--- src/rtl/rv32i_pkg.sv ---
// Shared RV32I constants, opcode encodings and fetch-stage types.
// FETCH_MISALIGN_CHECK_EN adds the HALT fetch state.
package rv32i_pkg;

  localparam int unsigned XLEN = 32;
  localparam logic [XLEN-1:0] NOP_INSN = 32'h0000_0013;
  localparam logic [XLEN-1:0] RESET_PC_DEFAULT = 32'h0000_0000;

  localparam logic [6:0] OPC_LUI      = 7'b0110111;
  localparam logic [6:0] OPC_AUIPC    = 7'b0010111;
  localparam logic [6:0] OPC_JAL      = 7'b1101111;
  localparam logic [6:0] OPC_JALR     = 7'b1100111;
  localparam logic [6:0] OPC_BRANCH   = 7'b1100011;
  localparam logic [6:0] OPC_LOAD     = 7'b0000011;
  localparam logic [6:0] OPC_STORE    = 7'b0100011;
  localparam logic [6:0] OPC_OP_IMM   = 7'b0010011;
  localparam logic [6:0] OPC_OP       = 7'b0110011;
  localparam logic [6:0] OPC_MISC_MEM = 7'b0001111;
  localparam logic [6:0] OPC_SYSTEM   = 7'b1110011;

`ifdef FETCH_MISALIGN_CHECK_EN
  typedef enum logic [1:0] {StRun, StDrain, StHalt} fetch_state_e;
`else
  typedef enum logic [1:0] {StRun, StDrain} fetch_state_e;
`endif

  function automatic logic [XLEN-1:0] word_align(input logic [XLEN-1:0] addr);
    return {addr[XLEN-1:2], 2'b00};
  endfunction

endpackage

--- src/rtl/rv32i_fetch_fifo.sv ---
// Synchronous FIFO holding {pc, instruction} pairs for the fetch stage.
// Flush empties it in one cycle and wins over a same-cycle push or pop.
module rv32i_fetch_fifo #(
  parameter int unsigned WIDTH = 64,
  parameter int unsigned DEPTH = 2
) (
  input  logic                     clk,
  input  logic                     rst_n,
  input  logic                     i_push,
  input  logic [WIDTH-1:0]         i_data,
  input  logic                     i_pop,
  input  logic                     i_flush,
  output logic [WIDTH-1:0]         o_data,
  output logic                     o_full,
  output logic                     o_empty,
  output logic [$clog2(DEPTH):0]   o_count
);

  localparam int unsigned PtrW = $clog2(DEPTH);

  logic [WIDTH-1:0] r_mem [DEPTH];
  logic [PtrW-1:0]  r_wr_ptr;
  logic [PtrW-1:0]  r_rd_ptr;
  logic [PtrW:0]    r_count;
  logic             w_push;
  logic             w_pop;

  assign w_pop  = i_pop && (r_count != '0);
  // A push into a full FIFO is legal only when the head leaves in the same cycle.
  assign w_push = i_push && ((r_count != (PtrW+1)'(DEPTH)) || w_pop);

  always_ff @(posedge clk) begin
    if (w_push && !i_flush) begin
      r_mem[r_wr_ptr] <= i_data;
    end
  end

  always_ff @(posedge clk or negedge rst_n) begin
    if (!rst_n) begin
      r_wr_ptr <= '0;
      r_rd_ptr <= '0;
      r_count  <= '0;
    end else if (i_flush) begin
      r_wr_ptr <= '0;
      r_rd_ptr <= '0;
      r_count  <= '0;
    end else begin
      if (w_push) r_wr_ptr <= r_wr_ptr + PtrW'(1);
      if (w_pop)  r_rd_ptr <= r_rd_ptr + PtrW'(1);
      r_count <= r_count + (PtrW+1)'(w_push) - (PtrW+1)'(w_pop);
    end
  end

  assign o_data  = r_mem[r_rd_ptr];
  assign o_full  = (r_count == (PtrW+1)'(DEPTH));
  assign o_empty = (r_count == '0);
  assign o_count = r_count;

endmodule

--- src/rtl/rv32i_fetch.sv ---
// RV32I instruction fetch: owns the PC, issues imem requests, buffers responses for the decoder.
// Define FETCH_MISALIGN_CHECK_EN to halt on a misaligned redirect target.
module rv32i_fetch
  import rv32i_pkg::*;
#(
  parameter logic [31:0] RESET_PC   = RESET_PC_DEFAULT,
  parameter int unsigned FIFO_DEPTH = 2
) (
  input  logic        clk,
  input  logic        rst_n,
  output logic        imem_req_valid,
  input  logic        imem_req_ready,
  output logic [31:0] imem_req_addr,
  input  logic        imem_resp_valid,
  input  logic [31:0] imem_resp_data,
  input  logic        redirect_valid,
  input  logic [31:0] redirect_pc,
  output logic        inst_valid,
  input  logic        inst_ready,
  output logic [31:0] instruction,
  output logic [31:0] inst_pc,
  output logic        fetch_misaligned
);

  localparam int unsigned CntW = $clog2(FIFO_DEPTH) + 1;

  fetch_state_e    r_state;
  logic [31:0]     r_fetch_pc;
  logic [31:0]     r_resp_pc;
  logic [CntW-1:0] r_outstanding;
  logic [CntW-1:0] r_drop_cnt;
  logic            r_req_en;

  logic [2*XLEN-1:0] w_fifo_data;
  logic [CntW-1:0]   w_fifo_count;
  logic              w_fifo_empty;
  logic              w_unused_fifo_full;
  logic              w_halted;
  logic              w_misaligned_redirect;
  logic              w_redirect;
  logic              w_pop;
  logic              w_accept;
  logic              w_drop_resp;
  logic              w_push;
  logic              w_credit;
  logic [CntW:0]     w_occupancy;
  logic [CntW-1:0]   w_inflight;

`ifdef FETCH_MISALIGN_CHECK_EN
  logic r_misaligned;
  assign w_halted              = (r_state == StHalt);
  assign w_misaligned_redirect = redirect_valid && (redirect_pc[1:0] != 2'b00);
  assign fetch_misaligned      = r_misaligned;
`else
  logic w_unused_redirect_lsb;
  assign w_unused_redirect_lsb = ^redirect_pc[1:0];
  assign w_halted              = 1'b0;
  assign w_misaligned_redirect = 1'b0;
  assign fetch_misaligned      = 1'b0;
`endif

  assign w_redirect  = redirect_valid && !w_halted;
  assign w_pop       = !w_fifo_empty && inst_ready && !w_redirect;
  // Slots are reserved at request time; a same-cycle pop frees one for full throughput.
  assign w_occupancy = {1'b0, r_outstanding} + {1'b0, w_fifo_count};
  assign w_credit    = (w_occupancy - (CntW+1)'(w_pop)) < (CntW+1)'(FIFO_DEPTH);

  assign imem_req_valid = r_req_en && !w_redirect && !w_halted && w_credit;
  assign imem_req_addr  = r_fetch_pc;
  assign w_accept       = imem_req_valid && imem_req_ready;
  assign w_drop_resp    = (r_drop_cnt != '0) || w_halted;
  assign w_push         = imem_resp_valid && !w_drop_resp && !w_redirect;
  assign w_inflight     = r_outstanding - CntW'(imem_resp_valid);

  always_ff @(posedge clk or negedge rst_n) begin
    if (!rst_n) begin
      r_state       <= StRun;
      r_fetch_pc    <= RESET_PC;
      r_resp_pc     <= RESET_PC;
      r_outstanding <= '0;
      r_drop_cnt    <= '0;
      r_req_en      <= 1'b0;
`ifdef FETCH_MISALIGN_CHECK_EN
      r_misaligned  <= 1'b0;
`endif
    end else begin
      r_req_en <= 1'b1;
      if (w_redirect) begin
        // Everything still in flight belongs to the old path and is dropped on return.
        r_fetch_pc    <= word_align(redirect_pc);
        r_resp_pc     <= word_align(redirect_pc);
        r_outstanding <= w_inflight;
        r_drop_cnt    <= w_inflight;
        r_state       <= (w_inflight != '0) ? StDrain : StRun;
`ifdef FETCH_MISALIGN_CHECK_EN
        if (w_misaligned_redirect) begin
          r_state      <= StHalt;
          r_misaligned <= 1'b1;
        end
`endif
      end else begin
        if (w_accept) r_fetch_pc <= r_fetch_pc + 32'd4;
        r_outstanding <= w_inflight + CntW'(w_accept);
        if (imem_resp_valid) begin
          if (r_drop_cnt != '0) begin
            r_drop_cnt <= r_drop_cnt - CntW'(1);
          end else if (!w_halted) begin
            r_resp_pc <= r_resp_pc + 32'd4;
          end
        end
        if ((r_state == StDrain) && imem_resp_valid && (r_drop_cnt == CntW'(1))) begin
          r_state <= StRun;
        end
      end
    end
  end

  rv32i_fetch_fifo #(
    .WIDTH (2 * XLEN),
    .DEPTH (FIFO_DEPTH)
  ) u_fifo (
    .clk     (clk),
    .rst_n   (rst_n),
    .i_push  (w_push),
    .i_data  ({r_resp_pc, imem_resp_data}),
    .i_pop   (w_pop),
    .i_flush (w_redirect),
    .o_data  (w_fifo_data),
    .o_full  (w_unused_fifo_full),
    .o_empty (w_fifo_empty),
    .o_count (w_fifo_count)
  );

  assign inst_valid  = !w_fifo_empty;
  assign instruction = w_fifo_empty ? NOP_INSN : w_fifo_data[XLEN-1:0];
  assign inst_pc     = w_fifo_empty ? RESET_PC : w_fifo_data[2*XLEN-1:XLEN];

endmodule

--- config.mk ---
export PLATFORM = sky130hd
export DESIGN_NAME = rv32i_fetch
export DESIGN_NICKNAME = d
export VERILOG_FILES = /design/src/rtl/rv32i_pkg.sv /design/src/rtl/rv32i_fetch_fifo.sv /design/src/rtl/rv32i_fetch.sv
export SDC_FILE = /design/constraint.sdc
export NUM_CORES = 1
export LEC_CHECK = 0
export BUFFER_PORTS_ARGS = -buffer_cell sky130_fd_sc_hd__buf_2
export CORE_ASPECT_RATIO = 0.6
export CORE_MARGIN = 1
export CORE_UTILIZATION = 35
export DETAILED_ROUTE_END_ITERATION = 10
export PLACE_DENSITY_LB_ADDON = 0.25
export SLEW_MARGIN = 20
export SYNTH_ARGS = -nofsm -noshare
export SYNTH_HDL_FRONTEND = slang
export SYNTH_HIERARCHICAL = 1
export SYNTH_SLANG_ARGS = --single-unit
--- constraint.sdc ---
create_clock -name clk -period 7.52 [get_ports clk]
set_input_delay 0.376 -clock clk [delete_from_list [all_inputs] [get_ports clk]]
set_output_delay 0.376 -clock clk [all_outputs]
set_load 0.01 [all_outputs]
==> run metrics <==
PD cells=234 nW/um2; vias per cell=4.84; Starting DRT DRC Count=287; Clk Latency, worst-skew pair=0.44 ns; Cell Area, Synth=9240 um2; cells on worst reg2reg path=13; Max VDD drop=0.000149 V; Via Count=5927; CP max FO=65; final hold vios=0; IO Port Bufs=163; relative slew slack=35.9%; GPL Wtd Cong=0.800; RSZ-0062 raised after global routing=false; postcts setup bufs=0; critical path launch point type=flip-flop; Slew @ Worst Pin=0.961 ns; Fillers=2421; cts repair resizes=0; CP max stage delay=0.60 ns; clock buffer depth=2; DP Cell Count=1192; Leak=4.35 nW; Chip Height=128 um; Pre-Repair DR Iteration Count=5; synth-to-layout area growth=18.8%; area of the multi-input gates=3450 um2; DRC Markers=0; clk slew on worst S/H paths=0.08 ns; full die area=27100 um2; gr ovfl total=0; share of layout cells above drive strength 1=33.7%; Reg2Reg Setup Slack=3.25 ns; Max Slew Vio Count=0; critical path, cell by cell=nor2_4, buf_4, inv_1, and3_1, ha_1, nand2b_1, fa_1, xnor2_1, or2_1, inv_2, ha_1, nor2b_1, xnor2_1; H-tree levels=4; CTS Root Cell=clkbuf_16; Mapped Cells=698; Row Count=45; Clock Skew=0.0121 ns; CP max-delay cell=or2_1; antenna-violating nets left=0; CP Capture Type=flip-flop; Sequential Area=5570 um2; setup TNS=0 ns; clock share of power=35.7%; Pwr Total=0.00257 W; initial antenna violation count=0; core box area=25600 um2; DP Wirelength=14500 um; pin count of the biggest net entering global routing=71; Net Sw Frac=28.1%; CTS Sinks=197; critical path class=flip-flop to flip-flop; outcome=finished, final reports clean; vias in the first global route=5639; die width=212 um; Hold Crit Class=input port to flip-flop; Ports=169; Inserted Diodes=0; CTS Buf Count=17; yosys warns=6; GRT Overall Usage=16.3%; crit path DAT=4.59 ns; global-route wire length before repair=32900 um; DR WL/cell=17.3 um; CTS tree=built; Non-Filler Instances=1224; Routed WL=21100 um; r2r endpoint=r_outstanding[1]$_DFF_PN0_; Seq pwr share=50.4%; combinational fraction of design power=13.9%; fin crit period=4.27 ns; maximum clock rate=0.234 GHz; Required @ worst endpoint=7.84 ns; min-delay src=imem_resp_data[31]; internal power=0.00185 W; Reg-to-Reg Start=u_fifo/o_count[0]$_DFF_PN0_; Initial Util=36.1%; crit share post-route=56.8%; nets@finish=939; WHS Path Cells=1; hold_buf cts=0; Final setup viols=0; Worst Hold Path EP=u_fifo/r_mem[0][31]$_DFFE_PP_; syn_area_per_cell=13.2 um2; Psw=0.000722 W; Max Cap Viol=0
[how the worst max path moves through the flow]
stage	from	endpoint	slack, ns	cells past startpoint
global route	u_fifo/o_count[0]$_DFF_PN0_	r_outstanding[0]$_DFF_PN0_	2.82	13
finish	u_fifo/o_count[0]$_DFF_PN0_	r_outstanding[1]$_DFF_PN0_	3.25	13
CTS	u_fifo/o_count[1]$_DFF_PN0_	r_outstanding[1]$_DFF_PN0_	3.14	13
global placement	u_fifo/o_count[0]$_DFF_PN0_	r_outstanding[1]$_DFF_PN0_	3.23	13
floorplan	redirect_valid	u_fifo/r_mem[1][0]$_DFFE_PP_	1.01	6
detailed placement	u_fifo/o_count[1]$_DFF_PN0_	r_outstanding[1]$_DFF_PN0_	3.15	13
[registers in the layout (all words and copies together) (netlist names)]
register	count
u_fifo/r_mem	128
u_fifo/o_count	2
r_drop_cnt	2
r_resp_pc	30
u_fifo/r_wr_ptr	1
u_fifo/r_rd_ptr	1
r_outstanding	2
imem_req_addr	30
r_req_en	1
[worst max-delay path: cells and delay by family, from the launching register on]
family | cells | cell delay [ns]
adder cells (fa/ha/maj) | 3 | 0.93
XOR/XNOR | 2 | 0.56
AND/OR/NAND/NOR | 5 | 1.24
buffers and inverters | 3 | 0.96
flip-flops | 1 | 0.45
[cells in the final DEF (no fill, tap or decap), types with 6 or more instances in the layout]
| master | count |
|---|---|
| edfxtp_1 | 128 |
| mux2_2 | 15 |
| or3_1 | 6 |
| nand3_1 | 31 |
| mux2_4 | 51 |
| and3_1 | 9 |
| clkbuf_16 | 17 |
| nor2_1 | 25 |
| o311ai_0 | 6 |
| nand2_1 | 59 |
| conb_1 | 8 |
| inv_1 | 14 |
| nor2b_1 | 64 |
| ha_1 | 9 |
| xor2_1 | 21 |
| xnor2_1 | 17 |
| a21oi_1 | 8 |
| o21ai_0 | 32 |
| dfrtp_1 | 68 |
| nand4_1 | 22 |
| buf_2 | 163 |
| inv_6 | 6 |
| o211ai_1 | 16 |
| buf_4 | 7 |
[per-stage QoR]
step           hold slack [ns]  worst slack [ns]  instance area [um2]  util [%]
6_report                 0.124              3.25                11000      42.9
3_5_place_dp             0.498              3.15                10400      40.6
2_1_floorplan           0.0804              1.01                 9260         -
5_1_grt                 0.0974              2.82                11000      42.9
4_1_cts                 0.0995              3.14                11000      42.9
3_3_place_gp             0.493              3.23                10400      40.6
[cell type report]
type / count / area share (%)
clock buffer: 18 / 3.91
inverter: 16 / 0.547
multi-input combinational: 457 / 31.4
sequential: 197 / 50.8
tap: 352 / 4.01
clock inverter: 14 / 1.45
timing repair buffer: 170 / 7.91
[power groups by stage]
stage          Combinational, W  Clock, W  Sequential (W)
6_report               0.000357  0.000917         0.00130
5_1_grt                0.000403  0.000987         0.00131
4_1_cts                0.000364  0.000947         0.00130
3_5_place_dp           0.000363         0         0.00132
3_3_place_gp           0.000357         0         0.00132
2_1_floorplan          0.000223         0         0.00131
[metal layers]
| metal | part of all wire (%) | vias up | GRT usage, % | routed length, um |
|---|---|---|---|---|
| met5 | 0 | - | 0 | 0 |
| met4 | 0.73 | 0 | 4.31 | 154 |
| met3 | 5.0 | 11 | 3.65 | 1050 |
| met2 | 42 | 154 | 22.9 | 8980 |
| met1 | 52 | 2899 | 24.9 | 11000 |
| li1 | - | 2863 | - | - |
Power figures use the tool's default switching activity.
